===== src/rtl/fifo_pop_ctrl.sv =====
// Burst pop controller: pulls words from a FIFO in bursts of up to BURST_LEN and
// registers them for downstream. Optional saturating capture counter: POP_CTRL_STATS_EN.
module fifo_pop_ctrl #(
  parameter int DATA_SIZE = 12,
  parameter int BURST_LEN = 4
) (
  input  logic                 clk,
  input  logic                 reset_L,
  input  logic                 enable,
  input  logic                 fifo_empty,
  input  logic                 fifo_valid,
  input  logic [DATA_SIZE-1:0] fifo_data_out,
  input  logic                 dn_almost_full,
  output logic                 fifo_read,
  output logic [DATA_SIZE-1:0] data_out,
  output logic                 data_valid,
  output logic                 busy,
  output logic                 proto_error,
  output logic [7:0]           pop_count,
  output logic [1:0]           state_dbg
);

  // Handshake: fifo_read is a pop request that the FIFO answers with fifo_valid
  // one cycle later; data_valid is a one-cycle strobe with no ready, so the
  // downstream throttles only through dn_almost_full.

  typedef enum logic [1:0] {
    IDLE  = 2'd0,
    READ  = 2'd1,
    STALL = 2'd2,
    DRAIN = 2'd3
  } state_t;

  localparam logic [3:0] LAST_CNT = 4'(BURST_LEN - 1);

  state_t     state;
  state_t     state_nxt;
  logic [3:0] burst_cnt;
  logic [3:0] burst_cnt_nxt;
  logic       pend;

  assign fifo_read = (state == READ) && !fifo_empty && !dn_almost_full;
  assign busy      = (state != IDLE);
  assign state_dbg = state;

  always_ff @(posedge clk or negedge reset_L) begin
    if (!reset_L) begin
      state     <= IDLE;
      burst_cnt <= 4'd0;
    end else begin
      state     <= state_nxt;
      burst_cnt <= burst_cnt_nxt;
    end
  end

  // Burst completion wins, then empty/disable, then backpressure.
  always_comb begin
    state_nxt     = state;
    burst_cnt_nxt = burst_cnt;
    case (state)
      IDLE: begin
        if (enable && !fifo_empty && !dn_almost_full) begin
          state_nxt     = READ;
          burst_cnt_nxt = 4'd0;
        end
      end
      READ: begin
        if (fifo_read) begin
          burst_cnt_nxt = burst_cnt + 4'd1;
        end
        if (fifo_read && (burst_cnt == LAST_CNT)) begin
          state_nxt = DRAIN;
        end else if (fifo_empty || !enable) begin
          state_nxt = DRAIN;
        end else if (dn_almost_full) begin
          state_nxt = STALL;
        end
      end
      STALL: begin
        if (!enable) begin
          state_nxt = DRAIN;
        end else if (!dn_almost_full) begin
          state_nxt = READ;
        end
      end
      DRAIN: begin
        state_nxt     = IDLE;
        burst_cnt_nxt = 4'd0;
      end
      default: begin
        state_nxt     = IDLE;
        burst_cnt_nxt = 4'd0;
      end
    endcase
  end

  // pend marks the cycle in which a requested word is due back from the FIFO.
  always_ff @(posedge clk or negedge reset_L) begin
    if (!reset_L) begin
      pend <= 1'b0;
    end else begin
      pend <= fifo_read;
    end
  end

  always_ff @(posedge clk or negedge reset_L) begin
    if (!reset_L) begin
      data_out   <= '0;
      data_valid <= 1'b0;
    end else begin
      data_valid <= fifo_valid;
      if (fifo_valid) begin
        data_out <= fifo_data_out;
      end
    end
  end

  always_ff @(posedge clk or negedge reset_L) begin
    if (!reset_L) begin
      proto_error <= 1'b0;
    end else if (fifo_valid && !pend) begin
      proto_error <= 1'b1;
    end
  end

`ifdef POP_CTRL_STATS_EN
  always_ff @(posedge clk or negedge reset_L) begin
    if (!reset_L) begin
      pop_count <= 8'd0;
    end else if (fifo_valid && (pop_count != 8'hFF)) begin
      pop_count <= pop_count + 8'd1;
    end
  end
`else
  assign pop_count = 8'd0;
`endif

endmodule


===== config.mk =====
export PLATFORM = sky130hd
export DESIGN_NAME = fifo_pop_ctrl
export DESIGN_NICKNAME = d
export VERILOG_FILES = /design/src/rtl/fifo_pop_ctrl.sv
export SDC_FILE = /design/constraint.sdc
export NUM_CORES = 1
export LEC_CHECK = 0
export ABC_AREA = 0
export BUFFER_PORTS_ARGS = -buffer_cell sky130_fd_sc_hd__buf_2
export CORE_UTILIZATION = 46
export DETAILED_ROUTE_END_ITERATION = 6
export PLACE_DENSITY = 0.78
export SYNTH_ARGS = -nofsm -noshare
export SYNTH_HDL_FRONTEND = slang
export SYNTH_SLANG_ARGS = --single-unit

===== constraint.sdc =====
create_clock -name clk -period 1.55 [get_ports clk]
set_clock_uncertainty 0.05 [all_clocks]
set_input_delay 0.2325 -clock clk [delete_from_list [all_inputs] [get_ports clk]]
set_output_delay 0.2325 -clock clk [all_outputs]
set_load 0.1 [all_outputs]

==> After elaboration in Yosys (flattened, before gate mapping) <==
Cells that the tools add are included.
{ "totals": {"elab_cells": 41, "reg_bits": 21} }
{ "op_classes": {"n_reduce_logical": 16, "eq_ne": 8, "n_mux": 10, "addsub": 1} }
{ "ops": {"columns": ["operator", "count"], "rows": [
  ["$mux W2", 6],
  ["$pmux W4 S3", 1],
  ["$mux W4", 2],
  ["$pmux W2 S4", 1],
  ["$logic_and A1 B1 Y1", 6],
  ["$reduce_and A3 Y1", 2],
  ["$add A4 B1 Y4 const B", 1],
  ["$eq A2 B2 Y1 const B", 2],
  ["$eq A4 B2 Y1 const B", 1],
  ["$logic_not A1 Y1", 4],
  ["$ne A2 B2 Y1 const B", 2],
  ["$ne A4 B2 Y1 const B", 1],
  ["$ne A3 B3 Y1 const B", 1],
  ["$reduce_bool A3 Y1", 1],
  ["$eq A2 B1 Y1 const B", 1],
  ["$logic_not A2 Y1", 1],
  ["$reduce_bool A2 Y1", 1],
  ["$logic_or A1 B1 Y1", 1]
]} }

==> Depth between registers and ports, before layout <==
{ "logic_depth": {"depth_word": 6, "mapped_depth": 4} }

==> Least setup slack after synthesis <==
No wires, ideal clock.
{ "synth_timing": {"path_kind": "reg2reg", "startpoint": "reg state[0], in the netlist state_dbg[0]", "endpoint": "reg pend", "period_less_slack_ps": 3260, "n_path_buf": 1, "slack_ps": -1710, "stages_incl_launch_ff": 3, "arrival_ps": 2900, "path_cell_list": "dfrtp_1 > buf_6 > nor4b_2"} }
{ "synth_between": {"elab_chain_len": 3} }
{ "synth_rtl": {"columns": ["item", "line_no", "source"], "rows": [
  ["from (decl)", "36", "state_t state;"],
  ["from (signal assigned)", "51", "state <= state_nxt;"],
  ["$eq A2 B1 Y1", "42", "assign fifo_read = (state == READ) && !fifo_empty && !dn_almost_full;"],
  ["$logic_and A1 B1 Y1 (2 in a row)", "42", null],
  ["net fifo_read", "14", "output logic fifo_read,"],
  ["to (signal assigned)", "102", "pend <= fifo_read;"],
  ["to (decl)", "40", "logic pend;"]
]} }
The timed path passes the listed nets, and every way through them passes these cells.
A chain may end at the register's enable or synchronous reset.

==> Worst setup path after layout <==
{ "layout_timing": {"startpoint": "reg state[1], in the netlist state_dbg[1]", "endpoint": "out fifo_read"} }
{ "layout_between": {"elab_chain_len": 3} }
{ "layout_rtl": {"columns": ["item", "line_no"], "rows": [
  ["$eq A2 B1 Y1", "42"],
  ["$logic_and A1 B1 Y1 (2 in a row)", "42"],
  ["to (decl)", "14"]
]} }
No other way between the ends.

==> impl_results.md <==
* Inst Count DP at 143
* P_leak at 0.603 nW
* Die area at 0.00239 mm²
* Worst vdd ir at 1.30 mV
* CP required at 1.27 ns
* DR WL/cell at 12.3 µm
* EDFF count, synth at 0
* RePlAce Congestion at 0.787
* Sequential area share after synthesis at 52.0%
* Post-synth top area share at 52.0%
* Synth top area cells: dfrtp_1 52%, mux2_2 13%, buf_4 5.9%
* CP max FO at 5
* Ys flop type: dfrtp_1
* Final Hold Fails at 0
* DRT Pass-1 Iters at 4
* Failing checks: setup timing
* Dpl cell area at 0.00119 mm²
* Hpwl dp at 1380 µm
* DR DRC count at 0
* Critical Path, Cell by Cell: nor4b_4 > buf_12
* Synth Area per Inst at 11.8 µm²
* Netlist cell types at 27
* Worst Path Arrival at 1.40 ns
* Max frequency at 593 MHz
* Worst setup margin at -0.136 ns
* Final WL at 1880 µm
* Core box area at 0.00202 mm²
* CTS root buf: clkbuf_4
* CTS sink cnt at 21
* Worst Setup End Kind: output port
* Drt initial violations at 7
* Max Cap Viol at 0
* Outcome: complete, but fails checks
* Final period util at 109%
* Antenna violations before repair at 0
* CTS tree: done
* Final setup viols at 4
* Top cells by count, synth: 21 x dfrtp_1, 12 x mux2_2, 8 x buf_4
* Via density at 4.96
* Pwr/cell area at 1790 mW/mm²
* Clock period minus worst slack at 1.69 ns
* CTS buffer count at 3
* Htree depth at 1
* Layout cell share with drive strength beyond 1 at 48.4%
* Fin. max-slew vios at 0
* Worst skew pair latency at 0.30 ns
* CP Class: flip-flop to output port
* Vias in the first global route at 703
* DR vias at 759
* CP max stage delay at 0.52 ns
* Slowest CP cell: dfrtp_4
* First-pass GRT wire length at 3050 µm
* Port Buffer Count at 35
* Top Ports at 44
* Initial Util at 50.0%
* Die span in y at 48.9 µm
* Design Area, Final at 0.00128 mm²
* Final std cells w/o fill at 153
* Flops & latches, synth at 21
* Pin count of the biggest net entering global routing at 22
* Mapped Cells at 86
* Overall Global Routing Usage at 16.7%
* Antenna-violating nets left at 0
* Power Total at 2.30 mW
* ANT cells at 0
* Yosys warnings at 0
* Reg clk slew, reported paths at 0.11 ns
* Async S/R FF share, synth at 100%
* Die X-Extent at 48.9 µm
* Synthesized area at 0.00101 mm²
* Yosys top cell by area: dfrtp_1
* Syn-to-layout area delta at 27.1%
* Top-count cell post-synth: dfrtp_1
* Clock buffer depth at 2
* FP Rows at 16
* Final #Nets at 146
* Startpoint types: flip-flop
* GRT overflow at 0
* Worst min path class: primary input to flip-flop
* RSZ-0062 raised after global routing: true
placed cells by master, fill, tap and decap left out:
| cell type | count |
|---|---|
| a31oi_1 | 1 |
| dfrtp_1 | 19 |
| buf_2 | 32 |
| buf_4 | 6 |
| conb_1 | 8 |
| nand3_1 | 2 |
| dfrtp_4 | 2 |
| or4b_4 | 1 |
| clkbuf_1 | 1 |
| a21o_1 | 1 |
| o211ai_1 | 2 |
| a211oi_1 | 2 |
| or2_4 | 1 |
| o31ai_1 | 1 |
| nor2b_1 | 1 |
| o31a_1 | 1 |
| o21ai_0 | 5 |
| nand2_1 | 2 |
| clkbuf_4 | 3 |
| nor2_1 | 2 |
| nor4b_4 | 1 |
| a21oi_1 | 5 |
| ha_1 | 1 |
| mux2i_1 | 2 |
| o21ba_2 | 1 |
| dlygate4sd3_1 | 1 |
| xor2_1 | 1 |
| buf_12 | 2 |
| mux2_2 | 12 |
| o21ai_1 | 1 |
| nand2b_1 | 2 |
| inv_1 | 4 |
layout make-up:
class / instances / area, µm²
multi-input combinational: 56 / 422
sequential: 21 / 533
clock buffer: 4 / 26.3
tap: 27 / 33.8
inverter: 4 / 15.0
fill: 167 / 737
timing repair buffer: 41 / 255
through the flow:
step	hold slack [ns]	setup TNS, ns	utilization [%]	worst slack [ns]
after detailed placement	0.156	-0.0152	58.9	-0.0152
after floorplan	-0.113	-2.61	-	-0.711
after global placement	0.150	0	58.9	0.0309
final	0.111	-0.511	63.6	-0.136
after CTS	0.103	-0.513	63.6	-0.152
after global routing	0.101	-0.703	63.6	-0.178
routing by layer:
layer	vias up	GRT usage, %	share of wire [%]
met5	-	0	0
met4	0	5.88	1.2
met3	4	2.80	5.7
met2	33	31.0	52
met1	352	19.0	41
li1	370	-	-
critical path: cells and delay by family, from the launching register on:
kind,cells,cell delay [ns]
AND/OR/NAND/NOR,1,0.36
flip-flops,1,0.52
buffers and inverters,1,0.22
state kept, by name, indices dropped and copies added, names as in the netlist:
| name | count |
|---|---|
| data_out | 12 |
| burst_cnt | 4 |
| state_dbg | 2 |
| data_valid | 1 |
| pend | 1 |
| proto_error | 1 |
power by group:
| part | internal [mW] | leakage, nW | total (mW) | switching [mW] |
|---|---|---|---|---|
| Clock | 0.100 | 0.0150 | 0.254 | 0.153 |
| Combinational | 0.371 | 0.338 | 1.29 | 0.923 |
| Sequential | 0.654 | 0.250 | 0.755 | 0.101 |
timing repair:
item / CTS / global route
gates resized for setup: 7 / 0
setup buffers: 5 / 0
endpoints found under the hold margin: 21 / 0
setup endpoints to repair: 5 / 4
pin swaps: 2 / 1
hold buffers: 1 / 0
final timing paths:
kind                                         from            to  slack [ns]  depth (start not counted)
worst max register to register       state_dbg[1]  burst_cnt[3]       -0.13                          4
worst min-delay path            fifo_data_out[10]  data_out[10]        0.11                          2
max in group asynchronous                 reset_L  state_dbg[0]        0.75                          2
min in group asynchronous                 reset_L   data_out[5]        0.35                          2
worst max-delay path                 state_dbg[1]     fifo_read       -0.14                          2
worst min register to register        proto_error   proto_error        0.42                          1
cells by family (layout without fill, tap and decap cells):
| logic type | after synthesis | in the layout | synth area share (%) |
|---|---|---|---|
| DFF | 21 | 21 | 52.0 |
| AOI/OAI and AO/OA | 20 | 20 | 12.4 |
| buffers and inverters | 16 | 49 | 10.0 |
| muxes | 14 | 14 | 15.3 |
| and+or+nand+nor | 12 | 12 | 7.80 |
| adders and majority gates | 1 | 1 | 1.24 |
| other | 1 | 8 | 0.371 |
| xor gates and xnor gates | 1 | 1 | 0.866 |
(Power assumes the default switching activity.)
